<file path="src/rtl/ctr4_bcd_if.sv">
// ctr4_bcd_if: groups the count-enable, optional load bus and the counter
// outputs of ctr4_bcd. The load signals exist only when CTR4_BCD_LOAD_EN
// is defined.
interface ctr4_bcd_if;
    logic       en;
    logic [3:0] q4;
    logic [3:0] qbcd;
    logic       tc4;
    logic       tcbcd;
`ifdef CTR4_BCD_LOAD_EN
    logic       load;
    logic [3:0] d4;
    logic [3:0] dbcd;
`endif

`ifdef CTR4_BCD_LOAD_EN
    modport master (output en, output load, output d4, output dbcd,
                    input q4, input qbcd, input tc4, input tcbcd);
    modport slave  (input en, input load, input d4, input dbcd,
                    output q4, output qbcd, output tc4, output tcbcd);
`else
    modport master (output en, input q4, input qbcd, input tc4, input tcbcd);
    modport slave  (input en, output q4, output qbcd, output tc4, output tcbcd);
`endif
endinterface

</file>
<file path="src/rtl/ctr4_bcd.sv">
// ctr4_bcd: a 4-bit binary counter and a decade (BCD) counter sharing one
// clock, one asynchronous active-low reset and one count enable.
// Terminal counts are combinational from the registered value and en, and
// are held low while reset is asserted.
// Optional feature: define CTR4_BCD_LOAD_EN to add a synchronous parallel
// load (load/d4/dbcd) that takes priority over en.
module ctr4_bcd #(
    parameter logic [3:0] Q4_INIT  = 4'd0,  // reset value of q4 (0..15)
    parameter logic [3:0] BCD_INIT = 4'd0   // reset value of qbcd (0..9, 10..15 -> 0)
) (
    input logic        clk,    // single clock, rising edge
    input logic        reset,  // asynchronous active-low reset
    ctr4_bcd_if.slave  bus     // en, optional load bus, counter outputs
);

    // Out-of-range decade init values collapse to zero.
    localparam logic [3:0] BCD_RST = (BCD_INIT > 4'd9) ? 4'd0 : BCD_INIT;

    logic [3:0] q4_q;
    logic [3:0] q4_d;
    logic [3:0] qbcd_q;
    logic [3:0] qbcd_d;

    // Next-state: load (if present) beats en; decade counter wraps 9->0 and
    // recovers from any illegal 10..15 value on the next step.
    always_comb begin
        q4_d   = q4_q;
        qbcd_d = qbcd_q;
`ifdef CTR4_BCD_LOAD_EN
        if (bus.load) begin
            q4_d   = bus.d4;
            qbcd_d = (bus.dbcd > 4'd9) ? 4'd0 : bus.dbcd;
        end else
`endif
        if (bus.en) begin
            q4_d   = q4_q + 4'd1;
            qbcd_d = (qbcd_q >= 4'd9) ? 4'd0 : (qbcd_q + 4'd1);
        end
    end

    // Count registers; reset forces init values immediately, ignoring clk.
    always_ff @(posedge clk or negedge reset) begin
        if (!reset) begin
            q4_q   <= Q4_INIT;
            qbcd_q <= BCD_RST;
        end else begin
            q4_q   <= q4_d;
            qbcd_q <= qbcd_d;
        end
    end

    assign bus.q4    = q4_q;
    assign bus.qbcd  = qbcd_q;
    assign bus.tc4   = reset & bus.en & (q4_q == 4'd15);
    assign bus.tcbcd = reset & bus.en & (qbcd_q == 4'd9);

endmodule

</file>
<file path="src/flat_wrapper.sv">
// flat-port wrapper written by rule: the top's interface ports become plain ports
module ctr4_bcd_flat 
#(
    parameter logic [3:0] Q4_INIT  = 4'd0,                              
    parameter logic [3:0] BCD_INIT = 4'd0                                             
)
  (clk, reset, bus_en, bus_q4, bus_qbcd, bus_tc4, bus_tcbcd);
  ctr4_bcd_if bus_i ();
  input logic clk;
  input logic reset;
  input wire logic [$bits(bus_i.en)-1:0] bus_en;
  output wire logic [$bits(bus_i.q4)-1:0] bus_q4;
  output wire logic [$bits(bus_i.qbcd)-1:0] bus_qbcd;
  output wire logic [$bits(bus_i.tc4)-1:0] bus_tc4;
  output wire logic [$bits(bus_i.tcbcd)-1:0] bus_tcbcd;
  assign bus_i.en = bus_en;
  assign bus_q4 = bus_i.q4;
  assign bus_qbcd = bus_i.qbcd;
  assign bus_tc4 = bus_i.tc4;
  assign bus_tcbcd = bus_i.tcbcd;
  ctr4_bcd #(.Q4_INIT(Q4_INIT), .BCD_INIT(BCD_INIT)) u_core (.clk(clk), .reset(reset), .bus(bus_i));
endmodule
</file>
<file path="config.mk">
export PLATFORM = sky130hd
export DESIGN_NAME = ctr4_bcd_flat
export DESIGN_NICKNAME = d
export VERILOG_FILES = /design/src/rtl/ctr4_bcd_if.sv /design/src/rtl/ctr4_bcd.sv /design/src/flat_wrapper.sv
export SDC_FILE = /design/constraint.sdc
export NUM_CORES = 1
export LEC_CHECK = 0
export CAP_MARGIN = 20
export CORE_MARGIN = 4
export CORE_UTILIZATION = 36
export CTS_CLUSTER_DIAMETER = 50
export DETAILED_ROUTE_END_ITERATION = 6
export PLACE_DENSITY_LB_ADDON = 0.15
export SYNTH_ARGS = -nofsm -noshare
export SYNTH_HDL_FRONTEND = slang
export SYNTH_SLANG_ARGS = --single-unit
</file>
<file path="constraint.sdc">
create_clock -name clk -period 1.16 [get_ports clk]
set_input_delay 0.348 -clock clk [delete_from_list [all_inputs] [get_ports clk]]
set_output_delay 0.348 -clock clk [all_outputs]
set_load 0.05 [all_outputs]
</file>
# After elaboration in Yosys (flattened, before gate mapping)
# Cells that the tools add are included.
word_totals:
  output_inout_bits: 10
  inputBits: 3
  elab_cells: 11
  register_bits: 8
classes:
  n_bitwise: 3
  n_eq_ne: 2
  mux: 1
  magnitude_cmp: 1
  addsub: 2
op_table:
  columns: ["cell", "n"]
  rows:
  - ["4-bit by 1-bit adder with 4-bit output, second input constant", 2]
  - ["4-bit equality test, second input constant", 2]
  - ["4-bit >= comparator, second input constant", 1]
  - ["4-bit two-way mux", 1]
  - ["1-bit AND", 3]

# Longest topological paths before layout
logic_depth:
  ltp_word: 2
  depth_mapped: 5
  mapped_depth_nobuf: 5

# Least setup slack after synthesis
# OpenSTA, ideal clock, no wires.
synth_path:
  path_kind: "reg2out"
  from: "register u_core.q4_q[0] (netlist: u_core.bus.q4[0])"
  to: "output port bus_tc4"
  setup_slack_ns: -0.870
  stages_incl_launch_ff: 4
  path_buffers: 0
  required_time_ns: 0.812
  arrival_ns: 1.682
  path_cell_list: "dfrtp_1 ha_1 nand3_1 nor2_1"
synth_between:
  elab_chain_cells: 2
synth_lines:
  columns: ["item", "line", "text"]
  rows:
  - ["start: declaration", "ctr4_bcd.sv:19", "logic [3:0] q4_q;"]
  - ["start signal: assignment", "ctr4_bcd.sv:47", "q4_q <= q4_d;"]
  - ["4-bit equality test", "ctr4_bcd.sv:54", "assign bus.tc4 = reset & bus.en & (q4_q == 4'd15);"]
  - ["1-bit AND", "ctr4_bcd.sv:54", null]
  - ["end: declaration", "flat_wrapper.sv:14", "output wire logic [$bits(bus_i.tc4)-1:0] bus_tc4;"]
# Every way passes these cells.

# Final worst setup path
layout_path:
  from: "register u_core.qbcd_q[1] (netlist: u_core.bus.qbcd[1])"
  to: "output port bus_tcbcd"
layout_between:
  elab_chain_cells: 2
layout_lines:
  columns: ["item", "line", "text"]
  rows:
  - ["start: declaration", "ctr4_bcd.sv:21", "logic [3:0] qbcd_q;"]
  - ["start signal: assignment", "ctr4_bcd.sv:48", "qbcd_q <= qbcd_d;"]
  - ["4-bit equality test", "ctr4_bcd.sv:55", "assign bus.tcbcd = reset & bus.en & (qbcd_q == 4'd9);"]
  - ["1-bit AND", "ctr4_bcd.sv:55", null]
  - ["end: declaration", "flat_wrapper.sv:15", "output wire logic [$bits(bus_i.tcbcd)-1:0] bus_tcbcd;"]
# Every way passes these cells.

==> flow_summary.ini <==
[power_and_ir_drop]
power_frac_seq = 0.165
ir_worst_vdd_mv = 2.98
combPwrFrac = 0.767
switchingPower_mw = 1.52
pwr_density_cell_nw_per_um2 = 3290
p_sw_frac = 0.434
p_int_mw = 1.99
cellLeakagePower_nw = 0.467
clkPwrFrac = 0.068

[setup_path]
cp_slowest_stage_delay_ns = 0.42
worstSetupPathType = flop to primary output
arrival_ns = 1.29
critical_path.max_fanout = 2
end_kind = primary output
required_ns = 0.81
crit_chain = inv_2 > ha_4 > nand2_2 > nor3_4 > buf_12
slowest_stage = dfrtp_2
worst_setup_path_start_kind = flop

[clocking]
h-tree-depth = 1
cts_root_buffer = clkbuf_4
cts_tree = built
clkTransAtPathRegs_ns = 0.07
clkLatencyLatePin_ns = 0.26
cts_buffer_depth = 2
numCtsBuffers = 3
cts_sinks = 8

[grt]
grt_pass1_wl_um = 2260
track_usage = 0.162
grt_start_max_net_pins = 13
first_global_vias = 492
antenna_found_initial = 0
grt_overflow = 0

[final_layout]
layout_commonest_cell = buf_4
drive_gt1_frac = 0.778
nNetsFinal = 89
final_area_um2 = 1060
layout_common_cells = buf_4, buf_12, buf_6
areaGrowthSynthToFinish_pct = 127
fin_util = 0.909
antenna_cells = 0

[synthesis]
synthAdderAreaFrac = 0.107
synth_simple_gate_area_share = 0.213
synth_top_family_by_area = simple AND/OR/NAND/NOR gates
yosysSeqAreaShare = 0.427
yosys-mux-area-fraction = 0.0320
avgSynthCellArea_um2 = 11.2
synthesis.nets = 49
synth_edf_count = 0
syn-cell-area_um2 = 469
ys_seq_elements = 8
ys_async_sr_fraction = 1.00
ys_types = 22
synthXorXnorAreaFrac = 0.0720
syn_inst = 42
synth-main-ff-cell = dfrtp_1
yosys_warnings = 0
synth_compound_area_frac = 0.101

[die]
num_rows = 12
initial_core_util = 0.401
core_area_um2 = 1170
dieArea_um2 = 1940
die_height_um = 44.1
io_pins = 13
die_x_um = 44.1

[place]
dp_slack_ns = -0.494
place_congestion = 0.697
io_buffers = 12
dpl_cell_area_um2 = 828
hpwl_um = 880

[timing]
drv_slew = 0
fmax_mhz = 611
finalHoldViolCount = 0
slew_headroom = 0.865
setup_viol = 14
fin_crit_ns = 1.64
fin_ws_ns = -0.476
rsz0062_at_grt = true
tightest_slew_ns = 0.202
finalCritPeriodShare = 1.41
skew_ns = 0.000247
hold-worst-slack_ns = 0.152

[job]
max-cap-violations = 0

[outcome]
failed_checks = setup timing
status = complete, but fails checks

[detailed_routing]
wire_per_inst_um = 17.5
drt_first_pass_iters = 4
vias = 461
drtIter0Drc = 2
vias_per_cell = 4.85
routed_wl_um = 1660
drc_errors = 0
ant_nets = 0

[worst_hold_path]
hp-class = input port to asynchronous set/reset pin
[power by group through the flow]
stage	logic (mW)	registers [mW]	clock network, mW
final	2.69	0.578	0.239
after CTS	2.35	0.559	0.238
after floorplan	0.417	1.09	0
after detailed placement	2.01	0.525	0
after global routing	2.81	0.592	0.265
after global placement	1.94	0.513	0
[critical path, delay by kind of cell (launching register included)]
kind | cells | cell delay (ns)
buffers and inverters | 2 | 0.24
adders and majority gates | 1 | 0.14
DFF | 1 | 0.42
and+or+nand+nor | 2 | 0.23
[through the flow]
stage | power [mW] | instances | setup TNS [ns]
after global placement | 2.46 | 80 | -2.55
after floorplan | 1.50 | 42 | -1.33
after global routing | 3.67 | 95 | -3.65
after CTS | 3.15 | 90 | -2.60
final | 3.51 | 95 | -3.11
after detailed placement | 2.53 | 80 | -2.86
[synthesized netlist by cell type (all sizes together), types with 2 or more instances]
cell type	count	area, µm²
dfrtp	8	200
nand3	2	10.0
ha	4	50.1
nand2b	3	26.3
o21ai	2	10.0
inv	3	11.3
xnor2	2	25.0
nand2	6	22.5
[worst paths after layout]
| kind | startpoint | end | slack, ns | cells past startpoint |
|---|---|---|---|---|
| max | u_core.bus.qbcd[1]$_DFFE_PN0P_ | bus_tcbcd | -0.48 | 5 |
| min | reset | u_core.bus.qbcd[0]$_DFFE_PN0P_ | 0.15 | 2 |
| max reg2reg | u_core.bus.qbcd[0]$_DFFE_PN0P_ | u_core.bus.qbcd[2]$_DFFE_PN0P_ | -0.20 | 7 |
| min reg2reg | u_core.bus.q4[1]$_DFFE_PN0P_ | u_core.bus.q4[1]$_DFFE_PN0P_ | 0.67 | 2 |
| max in group asynchronous | reset | u_core.bus.q4[0]$_DFFE_PN0P_ | 0.85 | 2 |
| min in group clk | u_core.bus.q4[1]$_DFFE_PN0P_ | u_core.bus.q4[1]$_DFFE_PN0P_ | 0.67 | 2 |
[metal layers]
layer  vias up  wire length [µm]  track usage  share of wire
li1        225                 -            -              -
met1       216               689        0.189           0.41
met2        13               860        0.265           0.52
met3         7                51       0.0407          0.031
met4         0                60        0.102          0.036
met5         -                 0            0              0
[registers in the layout, indices dropped and copies added (netlist names)]
register / cells
u_core.bus.q4: 4
u_core.bus.qbcd: 4
[cell type report]
type                    instances  area [µm²]
clock buffers                   4        26.3
fillers                        40         106
inverters                       3        13.8
multi-input cells              30         369
flip-flops and latches          8         206
well taps                      14        17.5
repair buffers                 36         432
[logic make-up (layout without fill, tap and decap cells)]
kind of cell,Yosys count,count (layout)
flops,8,8
mux,1,1
xor+xnor,3,3
compound gates,7,7
buf+inv,4,43
simple gates,15,15
fa+ha+maj,4,4
[repair_timing]
| action | in CTS | in global routing |
|---|---|---|
| setup buffers | 7 | 8 |
| setup endpoints to repair | 16 | 14 |
| hold buffers | 0 | 0 |
| gates resized for setup | 22 | 10 |
| pin swaps | 7 | 6 |
No activity file was read; power rests on OpenSTA's default activity.
